==> src/rtl/bw_io_impctl_codegen.sv <==
`default_nettype none
// ============================================================================
// Module      : bw_io_impctl_codegen
// Description : Impedance code generator. Votes the comparator over fixed
//               sample windows and steps an 8-bit code with dead band and lock.
// Revision    : 1.0
// ============================================================================
module bw_io_impctl_codegen #(
    parameter int               WIDTH      = 8,
    parameter int               WIN_LOG2   = 4,
    parameter int               THRESH     = 12,
    parameter int               SETTLE_CYC = 8,
    parameter int               LOCK_REV   = 3,
    parameter logic [WIDTH-1:0] INIT_CODE  = 8'h80
) (
    input  logic             clk,
    input  logic             reset,
    input  logic             enable,
    input  logic             freeze,
    input  logic             comp_valid,
    input  logic             comp_hi,
    output logic [WIDTH-1:0] z,
    output logic             locked,
    output logic             sat_hi,
    output logic             sat_lo
);

    localparam int c_CW = WIN_LOG2 + 1;
    localparam int c_SW = $clog2(SETTLE_CYC + 1);
    localparam int c_RW = $clog2(LOCK_REV + 1);

    localparam logic [c_CW-1:0]  c_N_CNT    = c_CW'(1 << WIN_LOG2);
    localparam logic [c_CW-1:0]  c_LAST     = c_CW'((1 << WIN_LOG2) - 1);
    localparam logic [c_CW-1:0]  c_THR      = c_CW'(THRESH);
    localparam logic [c_SW-1:0]  c_SET_LAST = c_SW'(SETTLE_CYC - 1);
    localparam logic [c_RW-1:0]  c_REV_MAX  = c_RW'(LOCK_REV);
    localparam logic [WIDTH-1:0] c_ONE      = WIDTH'(1);
    localparam logic [WIDTH-1:0] c_ONES     = {WIDTH{1'b1}};

    localparam logic [1:0] c_DIR_NONE = 2'd0;
    localparam logic [1:0] c_DIR_UP   = 2'd1;
    localparam logic [1:0] c_DIR_DN   = 2'd2;

    typedef enum logic [1:0] {
        S_IDLE   = 2'd0,
        S_ACCUM  = 2'd1,
        S_UPDATE = 2'd2,
        S_SETTLE = 2'd3
    } state_t;

    state_t           r_state;
    state_t           w_next;
    logic [c_CW-1:0]  r_samp_cnt;
    logic [c_CW-1:0]  r_hi_cnt;
    logic [c_CW-1:0]  w_lo_cnt;
    logic [c_SW-1:0]  r_settle_cnt;
    logic [c_RW-1:0]  r_rev_cnt;
    logic [c_RW-1:0]  w_rev_inc;
    logic [1:0]       r_last_dir;
    logic [1:0]       w_dir;
    logic [WIDTH-1:0] r_z;
    logic [WIDTH-1:0] w_z_next;
    logic             r_locked;
    logic             r_sat_hi;
    logic             r_sat_lo;
    logic             w_hold;
    logic             w_commit;
    logic             w_up;
    logic             w_dn;

    assign z      = r_z;
    assign locked = r_locked;
    assign sat_hi = r_sat_hi;
    assign sat_lo = r_sat_lo;

    assign w_hold   = !enable || freeze;
    assign w_commit = (r_state == S_UPDATE) && !w_hold;

    always_ff @(posedge clk or posedge reset) begin
        if (reset) begin
            r_state <= S_IDLE;
        end else begin
            r_state <= w_next;
        end
    end

    always_comb begin
        w_next = r_state;
        if (w_hold) begin
            w_next = S_IDLE;
        end else begin
            case (r_state)
                S_IDLE:   w_next = S_ACCUM;
                S_ACCUM:  if (comp_valid && (r_samp_cnt == c_LAST)) w_next = S_UPDATE;
                S_UPDATE: w_next = S_SETTLE;
                S_SETTLE: if (r_settle_cnt == c_SET_LAST) w_next = S_ACCUM;
                default:  w_next = S_IDLE;
            endcase
        end
    end

    // Counters only live inside their own state; any exit or hold clears them.
    always_ff @(posedge clk or posedge reset) begin
        if (reset) begin
            r_samp_cnt   <= '0;
            r_hi_cnt     <= '0;
            r_settle_cnt <= '0;
        end else begin
            if ((r_state == S_ACCUM) && !w_hold) begin
                if (comp_valid) begin
                    r_samp_cnt <= r_samp_cnt + 1'b1;
                    r_hi_cnt   <= r_hi_cnt + c_CW'(comp_hi);
                end
            end else if (r_state != S_UPDATE || w_hold || w_commit) begin
                r_samp_cnt <= '0;
                r_hi_cnt   <= '0;
            end
            if ((r_state == S_SETTLE) && !w_hold) begin
                r_settle_cnt <= r_settle_cnt + 1'b1;
            end else begin
                r_settle_cnt <= '0;
            end
        end
    end

    always_comb begin
        w_lo_cnt  = c_N_CNT - r_hi_cnt;
        w_up      = (r_hi_cnt >= c_THR);
        w_dn      = !w_up && (w_lo_cnt >= c_THR);
        w_dir     = w_up ? c_DIR_UP : (w_dn ? c_DIR_DN : c_DIR_NONE);
        w_rev_inc = (r_rev_cnt >= c_REV_MAX) ? r_rev_cnt : r_rev_cnt + 1'b1;
        w_z_next  = r_z;
        if (w_up && (r_z != c_ONES)) begin
            w_z_next = r_z + c_ONE;
        end else if (w_dn && (r_z != '0)) begin
            w_z_next = r_z - c_ONE;
        end
    end

    // A saturated step still records its direction, so it counts toward unlock.
    always_ff @(posedge clk or posedge reset) begin
        if (reset) begin
            r_z        <= INIT_CODE;
            r_sat_hi   <= (INIT_CODE == c_ONES);
            r_sat_lo   <= (INIT_CODE == '0);
            r_locked   <= 1'b0;
            r_last_dir <= c_DIR_NONE;
            r_rev_cnt  <= '0;
        end else if (!enable) begin
            r_locked   <= 1'b0;
            r_last_dir <= c_DIR_NONE;
            r_rev_cnt  <= '0;
        end else if (w_commit) begin
            r_z      <= w_z_next;
            r_sat_hi <= (w_z_next == c_ONES);
            r_sat_lo <= (w_z_next == '0);
            if (w_dir == c_DIR_NONE) begin
                r_locked <= 1'b1;
            end else begin
                if (r_last_dir == w_dir) begin
                    r_rev_cnt <= '0;
                    r_locked  <= 1'b0;
                end else if (r_last_dir != c_DIR_NONE) begin
                    r_rev_cnt <= w_rev_inc;
                    if (w_rev_inc >= c_REV_MAX) begin
                        r_locked <= 1'b1;
                    end
                end
                r_last_dir <= w_dir;
            end
        end
    end

endmodule
`default_nettype wire

==> config.mk <==
export PLATFORM = sky130hd
export DESIGN_NAME = bw_io_impctl_codegen
export DESIGN_NICKNAME = d
export VERILOG_FILES = /design/src/rtl/bw_io_impctl_codegen.sv
export SDC_FILE = /design/constraint.sdc
export NUM_CORES = 1
export LEC_CHECK = 0
export ABC_AREA = 0
export BUFFER_PORTS_ARGS = -buffer_cell sky130_fd_sc_hd__buf_2
export CORE_AREA = 10 10 107 71
export CTS_BUF_LIST = sky130_fd_sc_hd__clkbuf_16
export CTS_CLUSTER_DIAMETER = 150
export CTS_CLUSTER_SIZE = 20
export DETAILED_ROUTE_END_ITERATION = 12
export DIE_AREA = 0 0 117 81
export GPL_TIMING_DRIVEN = 0
export MAX_ROUTING_LAYER = met4
export RECOVER_POWER = 100
export SLEW_MARGIN = 10
export SYNTH_ARGS = -nofsm -noshare
export SYNTH_HDL_FRONTEND = slang
export SYNTH_SLANG_ARGS = --single-unit
export TNS_END_PERCENT = 10
==> constraint.sdc <==
create_clock -name clk -period 2.4 [get_ports clk]
set_input_delay 0.48 -clock clk [delete_from_list [all_inputs] [get_ports clk]]
set_output_delay 0.48 -clock clk [all_outputs]
set_load 0.01 [all_outputs]
==> results of run 1 <==
what timing repair did:
item,CTS,global route
resized for setup,9,8
buffers inserted,2,6
hold buffers,0,0
setup endpoints to repair,2,2
gates cloned,0,0
pin swaps,3,6
report_power, final:
group          switching, W  internal, W
clock              0.000229     0.000373
combinational     0.0000403    0.0000226
sequential       0.00000619     0.000534
total              0.000275     0.000929
worst max path at each step:
stage                     from     end  cells past startpoint
after global placement    z[0]  sat_lo                      9
after global routing      z[0]  sat_lo                      9
final                     z[0]  sat_lo                      9
after floorplan           z[0]  sat_lo                      9
after detailed placement  z[0]  sat_lo                      9
after CTS                 z[0]  sat_lo                      9
sequential cells by signal (all words and copies together) (netlist names), 2 cells and up:
name          cells
r_settle_cnt      4
z                 8
r_samp_cnt        5
r_state           2
r_rev_cnt         2
r_last_dir        2
r_hi_cnt          5
metal layers:
| metal | vias to the layer above | part of all wire [%] | wire length (um) |
|---|---|---|---|
| met4 | 0 | 1.5 | 71 |
| met5 | - | 0 | 0 |
| met2 | 49 | 37 | 1820 |
| met3 | 10 | 6.0 | 291 |
| li1 | 839 | - | - |
| met1 | 762 | 55 | 2680 |
final cells by class:
cell class / instances / area, um^2
clock buffers: 5 / 125
well taps: 72 / 90.1
flip-flops and latches: 31 / 778
repair buffers: 24 / 123
inverters: 9 / 38.8
plain buffers: 13 / 123
multi-input cells: 161 / 1160
clock inverters: 3 / 11.3
fillers: 576 / 3330
metrics by stage:
stage	setup WS (ps)	TNS [ps]	power (W)
6_report	-79.7	-145	0.00120
5_1_grt	-158	-298	0.00125
4_1_cts	-40.6	-50.3	0.00121
3_5_place_dp	-205	-317	0.000614
3_3_place_gp	-185	-263	0.000615
2_1_floorplan	65.8	0	0.000591
critical path, delay by kind of cell, from the launching register on:
kind | cells | cell delay [ps]
buf+inv | 2 | 210
simple gates | 3 | 930
compound gates | 3 | 700
fa+ha+maj | 1 | 130
flops | 1 | 400
cells by family after synthesis:
group,share of synthesized area [%]
xor+xnor,6.97
compound gates,16.7
flops,38.6
mux,2.55
fa+ha+maj,6.84
simple gates,21.1
buf+inv,7.22
synth_stat cells (5+ instances only):
cell     instances  area (um^2)
o31ai_1          6         45.0
ha_1            11          138
xor2_1           7         61.3
nand4_1          5         31.3
o21ai_0          9         45.0
inv_1            9         33.8
xnor2_1          9         78.8
nand2_1         23         86.3
a21oi_1          5         25.0
nor2_1          20         75.1
dfrtp_1         30          751
==> impl_metrics.tcl, run 1 <==
set metrics [dict create \
    grt_max_degree 32 \
    numPlacedInstances 302 \
    grt_usage_pct 11.1 \
    finalCritPeriodShare_pct 103 \
    final_cells 318 \
    r2r_start "z[0]" \
    via_count 1660 \
    routedWlPerCell_um 15.3 \
    design.core.area_mm2 0.00578 \
    hold_viol_final 0 \
    die_x_um 117 \
    wl_mm 4.87 \
    worstPathMaxFanout 7 \
    drc 0 \
    cts_made_buffers 5 \
    rows 22 \
    overflow 0 \
    groute.layer.met1.usage_pct 16.3 \
    rsz0062_at_grt "yes" \
    top_usage_layer "met1" \
    cp_data_arrival_time_ps 2660 \
    fin_skew_ps 9.65 \
    finalCoreUtilization_pct 42.4 \
    ant_nets 0 \
    min_path_cells 1 \
    cp_slowest_cell "or4b_4" \
    place_area_mm2 0.00220 \
    cts_tree "done" \
    whs_ps 462 \
    design_area_mm2 0.00245 \
    setup_violations 2 \
    die-area_mm2 0.00948 \
    ios 17 \
    ys_seq_elements 31 \
    maxCapViolations 0 \
    clk_pin_slew_ps 60 \
    drt_iter0_markers 125 \
    dieHeight_um 81 \
    synth-edff-count 0 \
    globalplace.congestion 0.918 \
    status "finished with violations" \
    rrSetupSlack_ps -80 \
    mostFrequentLayoutCell "dfrtp_1" \
    antenna_found_initial 0 \
    cp-end-kind "flop" \
    cp-start-kind "flop" \
    worstSetupPathType "reg2reg" \
    fmax_ghz 0.403 \
    slowest_delay_ps 480 \
    clock_latency_ps 280 \
    synth.avg_cell_area_um2 9.40 \
    cts_root_buf "clkbuf_16" \
    use_met2_pct 13.8 \
    final_cell_mix "29 x dfrtp_1, 23 x nand2_1, 20 x nor2_1" \
    hold_class "reg2reg" \
    tightestPinTransition_ps 1230 \
    antennaDiodeCount 0 \
    r2r-end "sat_lo" \
    synthCells 214 \
    relSlewSlack_pct 18.2 \
    required_ps 2580 \
    async_flop_share_pct 100 \
    clock_path_buffers 2 \
    path_cells "buf_8, inv_6, ha_4, or4b_4, o2111a_1, or3_4, a21oi_2, nand4_1, o41ai_2" \
    yosysWarnings 0 \
    grt_first_pass_wirelength_mm 7.99 \
    p_leak_nw 1.08 \
    h-tree-depth 2 \
    numClockSinks 31 \
    yosys_most_used_dff "dfrtp_1" \
    grt_use_met3_pct 3.24 \
    ys_types 53 \
    nets 262 \
    timing.final.ws_setup_ps -79.7 \
    dp_hpwl_mm 3.29 \
    start_util_pct 34.8 \
    hold_end "r_settle_cnt[0]" \
    vdd_ir_drop_max_mv 0.213 \
    hold_start "r_settle_cnt[0]" \
    vias_per_cell 5.22 \
    syn_area_mm2 0.00201 \
    reg2reg_depth 9 \
    fin_crit_ps 2480 \
    drtPass1Iterations 4 \
    syn_nets 231 \
    area_growth_pct 21.9 \
    first_global_vias 1558 \
    layout-drive-gt1-share_pct 20.7 \
    violations "setup timing" \
    ys_seq_area_share_pct 38.6 \
    port_buffers 16 \
    maxSlewViolCount 0 \
    power_density_mw_per_mm2 491 \
]
Power figures use the tool's default switching activity.
==> run 2: changes to the inputs <==
SETUP_SLACK_MARGIN = 0.4   (was default)
==> run 2 against run 1 <==
  * The run still ends with setup timing left
  * Clock-buffer cell count unchanged
  * Clock power about the same
  * Via count decreased by 1.4%
  * Critical endpoint unchanged
==> impl_metrics.tcl, run 2 (same netlist as run 1, synthesis figures left out) <==
set metrics [dict create \
    maxSlewViolCount 0 \
    overflow 0 \
    clk_pin_slew_ps 60 \
    area_growth_pct 22.5 \
    cts_root_buf "clkbuf_16" \
    multi_input_area_mm2 0.00119 \
    timing.final.ws_setup_ps -17.0 \
    vdd_ir_drop_max_mv 0.225 \
    routedWlPerCell_um 15.3 \
    vias_per_cell 5.21 \
    grt_usage_pct 11.0 \
    final_cell_mix "28 x dfrtp_1, 22 x nand2_1, 20 x nor2_1" \
    port_buffers 16 \
    clock_path_buffers 2 \
    p_leak_nw 1.10 \
    cts_tree "done" \
    antennaDiodeCount 0 \
    clock_latency_ps 280 \
    worstPathMaxFanout 9 \
    fin_crit_ps 2420 \
    dieHeight_um 81 \
    rrSetupSlack_ps -20 \
    largest_reg_flops 8 \
    dp_hpwl_mm 3.32 \
    relSlewSlack_pct 18.9 \
    die_x_um 117 \
    fin_skew_ps 7.20 \
    critical_path.top_delay_family "simple AND/OR/NAND/NOR gates" \
    seqCellArea_um2 779 \
    wl_mm 4.80 \
    grt_first_pass_wirelength_mm 7.97 \
    ant_nets 0 \
    cp-end-kind "flop" \
    ios 17 \
    numPlacedInstances 302 \
    fillers 565 \
    start_util_pct 34.8 \
    grt_max_degree 32 \
    nets 258 \
    drtPass1Iterations 4 \
    cp-start-kind "flop" \
    cp_data_arrival_time_ps 2590 \
    hold_viol_final 0 \
    rsz0062_at_grt "yes" \
    required_ps 2570 \
    path_cells "buf_8, inv_6, ha_4, or4b_4, o2111a_1, or3_4, a21oi_1, nand4_1, o41ai_2" \
    ctsHoldBuffers 0 \
    cp_slowest_cell "or4b_4" \
    antenna_found_initial 0 \
    die-area_mm2 0.00948 \
    design.core.area_mm2 0.00578 \
    status "finished with violations" \
    fmax_ghz 0.414 \
    setup_violations 1 \
    first_global_vias 1605 \
    place_area_mm2 0.00220 \
    tightestPinTransition_ps 1210 \
    drt_iter0_markers 162 \
    power_density_mw_per_mm2 488 \
    worst-path-buf-inv 2 \
    worstSetupPathType "reg2reg" \
    tns_ps -17.0 \
    h-tree-depth 2 \
    cts_made_buffers 5 \
    violations "setup timing" \
    via_count 1637 \
    drc 0 \
    rows 22 \
    globalplace.congestion 0.839 \
    layout-drive-gt1-share_pct 23.6 \
    design_area_mm2 0.00246 \
    final_cells 314 \
    mostFrequentLayoutCell "dfrtp_1" \
    slowest_delay_ps 480 \
    finalCritPeriodShare_pct 101 \
    hold_class "reg2reg" \
    numClockSinks 31 \
    maxCapViolations 0 \
]
[run 2: cell count changes in the layout (fill, tap and decap cells not counted), sizes merged]
cell,delta
clkbuf,-6
buf,+2
[run 2: path summary, 6_finish.rpt]
check / end / from / cells past startpoint
worst max-delay path: sat_lo / z[0] / 9
min in group asynchronous: r_samp_cnt[4] / reset / 2
max in group asynchronous: z[5] / reset / 2
worst min register to register: r_settle_cnt[0] / r_settle_cnt[0] / 1
worst max register to register: sat_lo / z[0] / 9
worst min-delay path: r_settle_cnt[0] / r_settle_cnt[0] / 1
[run 2: layer usage]
layer / routed length, um / up-vias / track usage (%)
met1: 2680 / 779 / 15.9
met2: 1840 / 24 / 14.2
met4: 61 / 0 / 3.19
met3: 212 / 7 / 2.94
li1: - / 827 / -
met5: 0 / - / -
[run 2: stage by stage]
stage,hold WS [ps],total power (W),utilization [%],setup slack [ps]
after floorplan,433,0.000591,-,83.3
after global placement,458,0.000614,38.1,-148
after detailed placement,461,0.000615,38.1,-177
after CTS,348,0.00121,41.9,-9.86
after global routing,515,0.00125,42.6,-111
final,463,0.00120,42.6,-17.0
[run 2: area by class of cell]
class | instances | area share, %
tap | 72 | 3.66
inverter | 9 | 1.58
clock inverter | 3 | 0.457
sequential | 31 | 31.7
multi-input combinational | 161 | 48.4
timing repair buffer | 20 | 4.12
buffer | 13 | 5.03
clock buffer | 5 | 5.08
[run 2: repair_timing]
action	4_1_cts	5_1_grt
gates resized for setup	15	12
setup buffers	3	1
setup endpoints to repair	8	13
gates cloned	0	0
pin swaps	4	3
[run 2: power breakdown]
group	total, W	switching, W	internal, W	leakage, nW
logic	0.0000621	0.0000394	0.0000227	0.603
clock network	0.000599	0.000226	0.000373	0.0701
registers	0.000540	0.00000686	0.000534	0.423
==> run 3: changes to the inputs <==
RECOVER_POWER = default   (was 100)
==> run 3 against run 2 <==
  * The flow still finishes with violations (setup timing)
  * Cell area increased by 0.36%
  * Sequential share of layout area fell by 0.11 points
  * Largest power group unchanged
  * Clock skew about the same
  * Worst setup slack better by 1.4 ps
  * Die area is the same
  * Sequential cell count unchanged
  * Clock power is essentially flat
  * Clock-buffer cell count did not move
  * Register-to-register slack is essentially flat
  * Critical path type unchanged
  * Via count about the same
  * Critical path depth unchanged
==> impl_metrics.tcl, run 3 (same netlist as run 1, synthesis figures left out) <==
set metrics [dict create \
    wl_mm 4.80 \
    violations "setup timing" \
    timing.final.ws_setup_ps -15.6 \
    overflow 0 \
    r2r-end "sat_lo" \
    worstPathMaxFanout 9 \
    design_area_mm2 0.00247 \
    rsz0062_at_grt "yes" \
    tns_ps -15.6 \
    clock_path_buffers 2 \
    port_buffers 16 \
    die-area_mm2 0.00948 \
    maxCapViolations 0 \
    cp-start-kind "flop" \
    setup_violations 1 \
    start_util_pct 34.8 \
    finalCritPeriodShare_pct 101 \
    rrSetupSlack_ps -20 \
    total_power_w 0.00120 \
    cts_root_buf "clkbuf_16" \
    grt_usage_pct 11.0 \
    hold_viol_final 0 \
    hold_class "in2async" \
    grt_first_pass_wirelength_mm 7.97 \
    cp_slowest_cell "or4b_4" \
    status "finished with violations" \
    worstSetupPathType "reg2reg" \
    layout-drive-gt1-share_pct 26.9 \
    fmax_ghz 0.414 \
    p_leak_nw 1.12 \
    die_x_um 117 \
    cp-end-kind "flop" \
    whs_ps 300 \
    vias_per_cell 5.21 \
    path_cells "buf_8, inv_6, ha_4, or4b_4, o2111a_1, or3_4, a21oi_1, nand4_1, o41ai_2" \
    slowest_delay_ps 480 \
    fillers 560 \
    numClockSinks 31 \
    final_cell_mix "28 x dfrtp_1, 22 x nand2_1, 20 x nor2_1" \
    nets 258 \
    design.core.area_mm2 0.00578 \
    power_density_mw_per_mm2 487 \
    fin_crit_ps 2420 \
    multi_input_area_mm2 0.00119 \
    grt_max_degree 32 \
    antenna_found_initial 0 \
    r2r_start "z[0]" \
    place_area_mm2 0.00220 \
    drtPass1Iterations 4 \
    cts_made_buffers 5 \
    seqCellArea_um2 779 \
    first_global_vias 1605 \
    cts_tree "done" \
    clk_pin_slew_ps 60 \
    dp_hpwl_mm 3.32 \
    globalplace.congestion 0.839 \
    antennaDiodeCount 0 \
    reg2reg_depth 9 \
    rows 22 \
    dieHeight_um 81 \
    cp_data_arrival_time_ps 2590 \
    ios 17 \
    largest_reg_flops 8 \
    mostFrequentLayoutCell "dfrtp_1" \
    critical_path.top_delay_family "simple AND/OR/NAND/NOR gates" \
    clock_latency_ps 280 \
    area_growth_pct 22.9 \
    vdd_ir_drop_max_mv 0.225 \
    fin_skew_ps 7.25 \
    ant_nets 0 \
    maxSlewViolCount 0 \
    via_count 1636 \
    drc 0 \
    h-tree-depth 2 \
    worst-path-buf-inv 2 \
    routedWlPerCell_um 15.3 \
    drt_iter0_markers 162 \
    required_ps 2570 \
    tightestPinTransition_ps 672 \
    relSlewSlack_pct 55.2 \
]
## run 3: changes by cell type in the layout (fill, tap and decap cells not counted)
cell | before | now
clkbuf_1 | 9 | 2
inv_1 | 8 | 7
inv_2 | 1 | 2
buf_2 | 11 | 18
## run 3: area by class of cell
class                      count  share of cell area [%]
multi-input combinational    161                    48.3
clock buffer                   5                    5.06
buffer                        13                    5.01
inverter                       9                    1.57
sequential                    31                    31.5
tap                           72                    3.65
timing repair buffer          20                    4.46
clock inverter                 3                   0.456
## run 3: worst reg2reg max path, cell delays in order, from the launching register on
cell	delay (ps)
dfrtp_1	400
buf_8	150
inv_6	60
ha_4	140
or4b_4	480
o2111a_1	290
or3_4	330
a21oi_1	140
nand4_1	120
o41ai_2	210
## run 3: how the worst max path moves through the flow
stage / slack [ps] / startpoint / end / depth (start not counted)
detailed placement: -180 / z[0] / sat_hi / 9
global placement: -150 / z[0] / sat_lo / 9
finish: -20 / z[0] / sat_lo / 9
CTS: -10 / z[0] / sat_lo / 9
floorplan: 80 / z[0] / sat_lo / 9
global route: -110 / z[0] / sat_lo / 9
## run 3: power breakdown
group | switching [W] | total, W | internal [W]
Clock | 0.000226 | 0.000599 | 0.000373
Combinational | 0.0000394 | 0.0000642 | 0.0000247
Sequential | 0.00000672 | 0.000540 | 0.000534
Total | 0.000272 | 0.00120 | 0.000931
## run 3: repair_timing
action | CTS | global route
pin swaps | 4 | 3
endpoints found under the setup margin | 8 | 13
buffers inserted | 3 | 1
hold buffers | 0 | 0
resized for setup | 15 | 12
## run 3: per-layer routing
| metal | vias up | global-route usage [%] | routed length, um |
|---|---|---|---|
| li1 | 827 | - | - |
| met1 | 778 | 15.9 | 2670 |
| met2 | 24 | 14.2 | 1850 |
| met3 | 7 | 2.94 | 215 |
| met4 | 0 | 3.19 | 61 |
| met5 | - | - | 0 |
## run 3: through the flow
step	utilization (%)	setup slack, ps	instances
after detailed placement	38.1	-177	302
after CTS	41.9	-9.86	313
final	42.7	-15.6	314
after global placement	38.1	-148	302
after global routing	42.7	-111	314
after floorplan	-	83.3	214
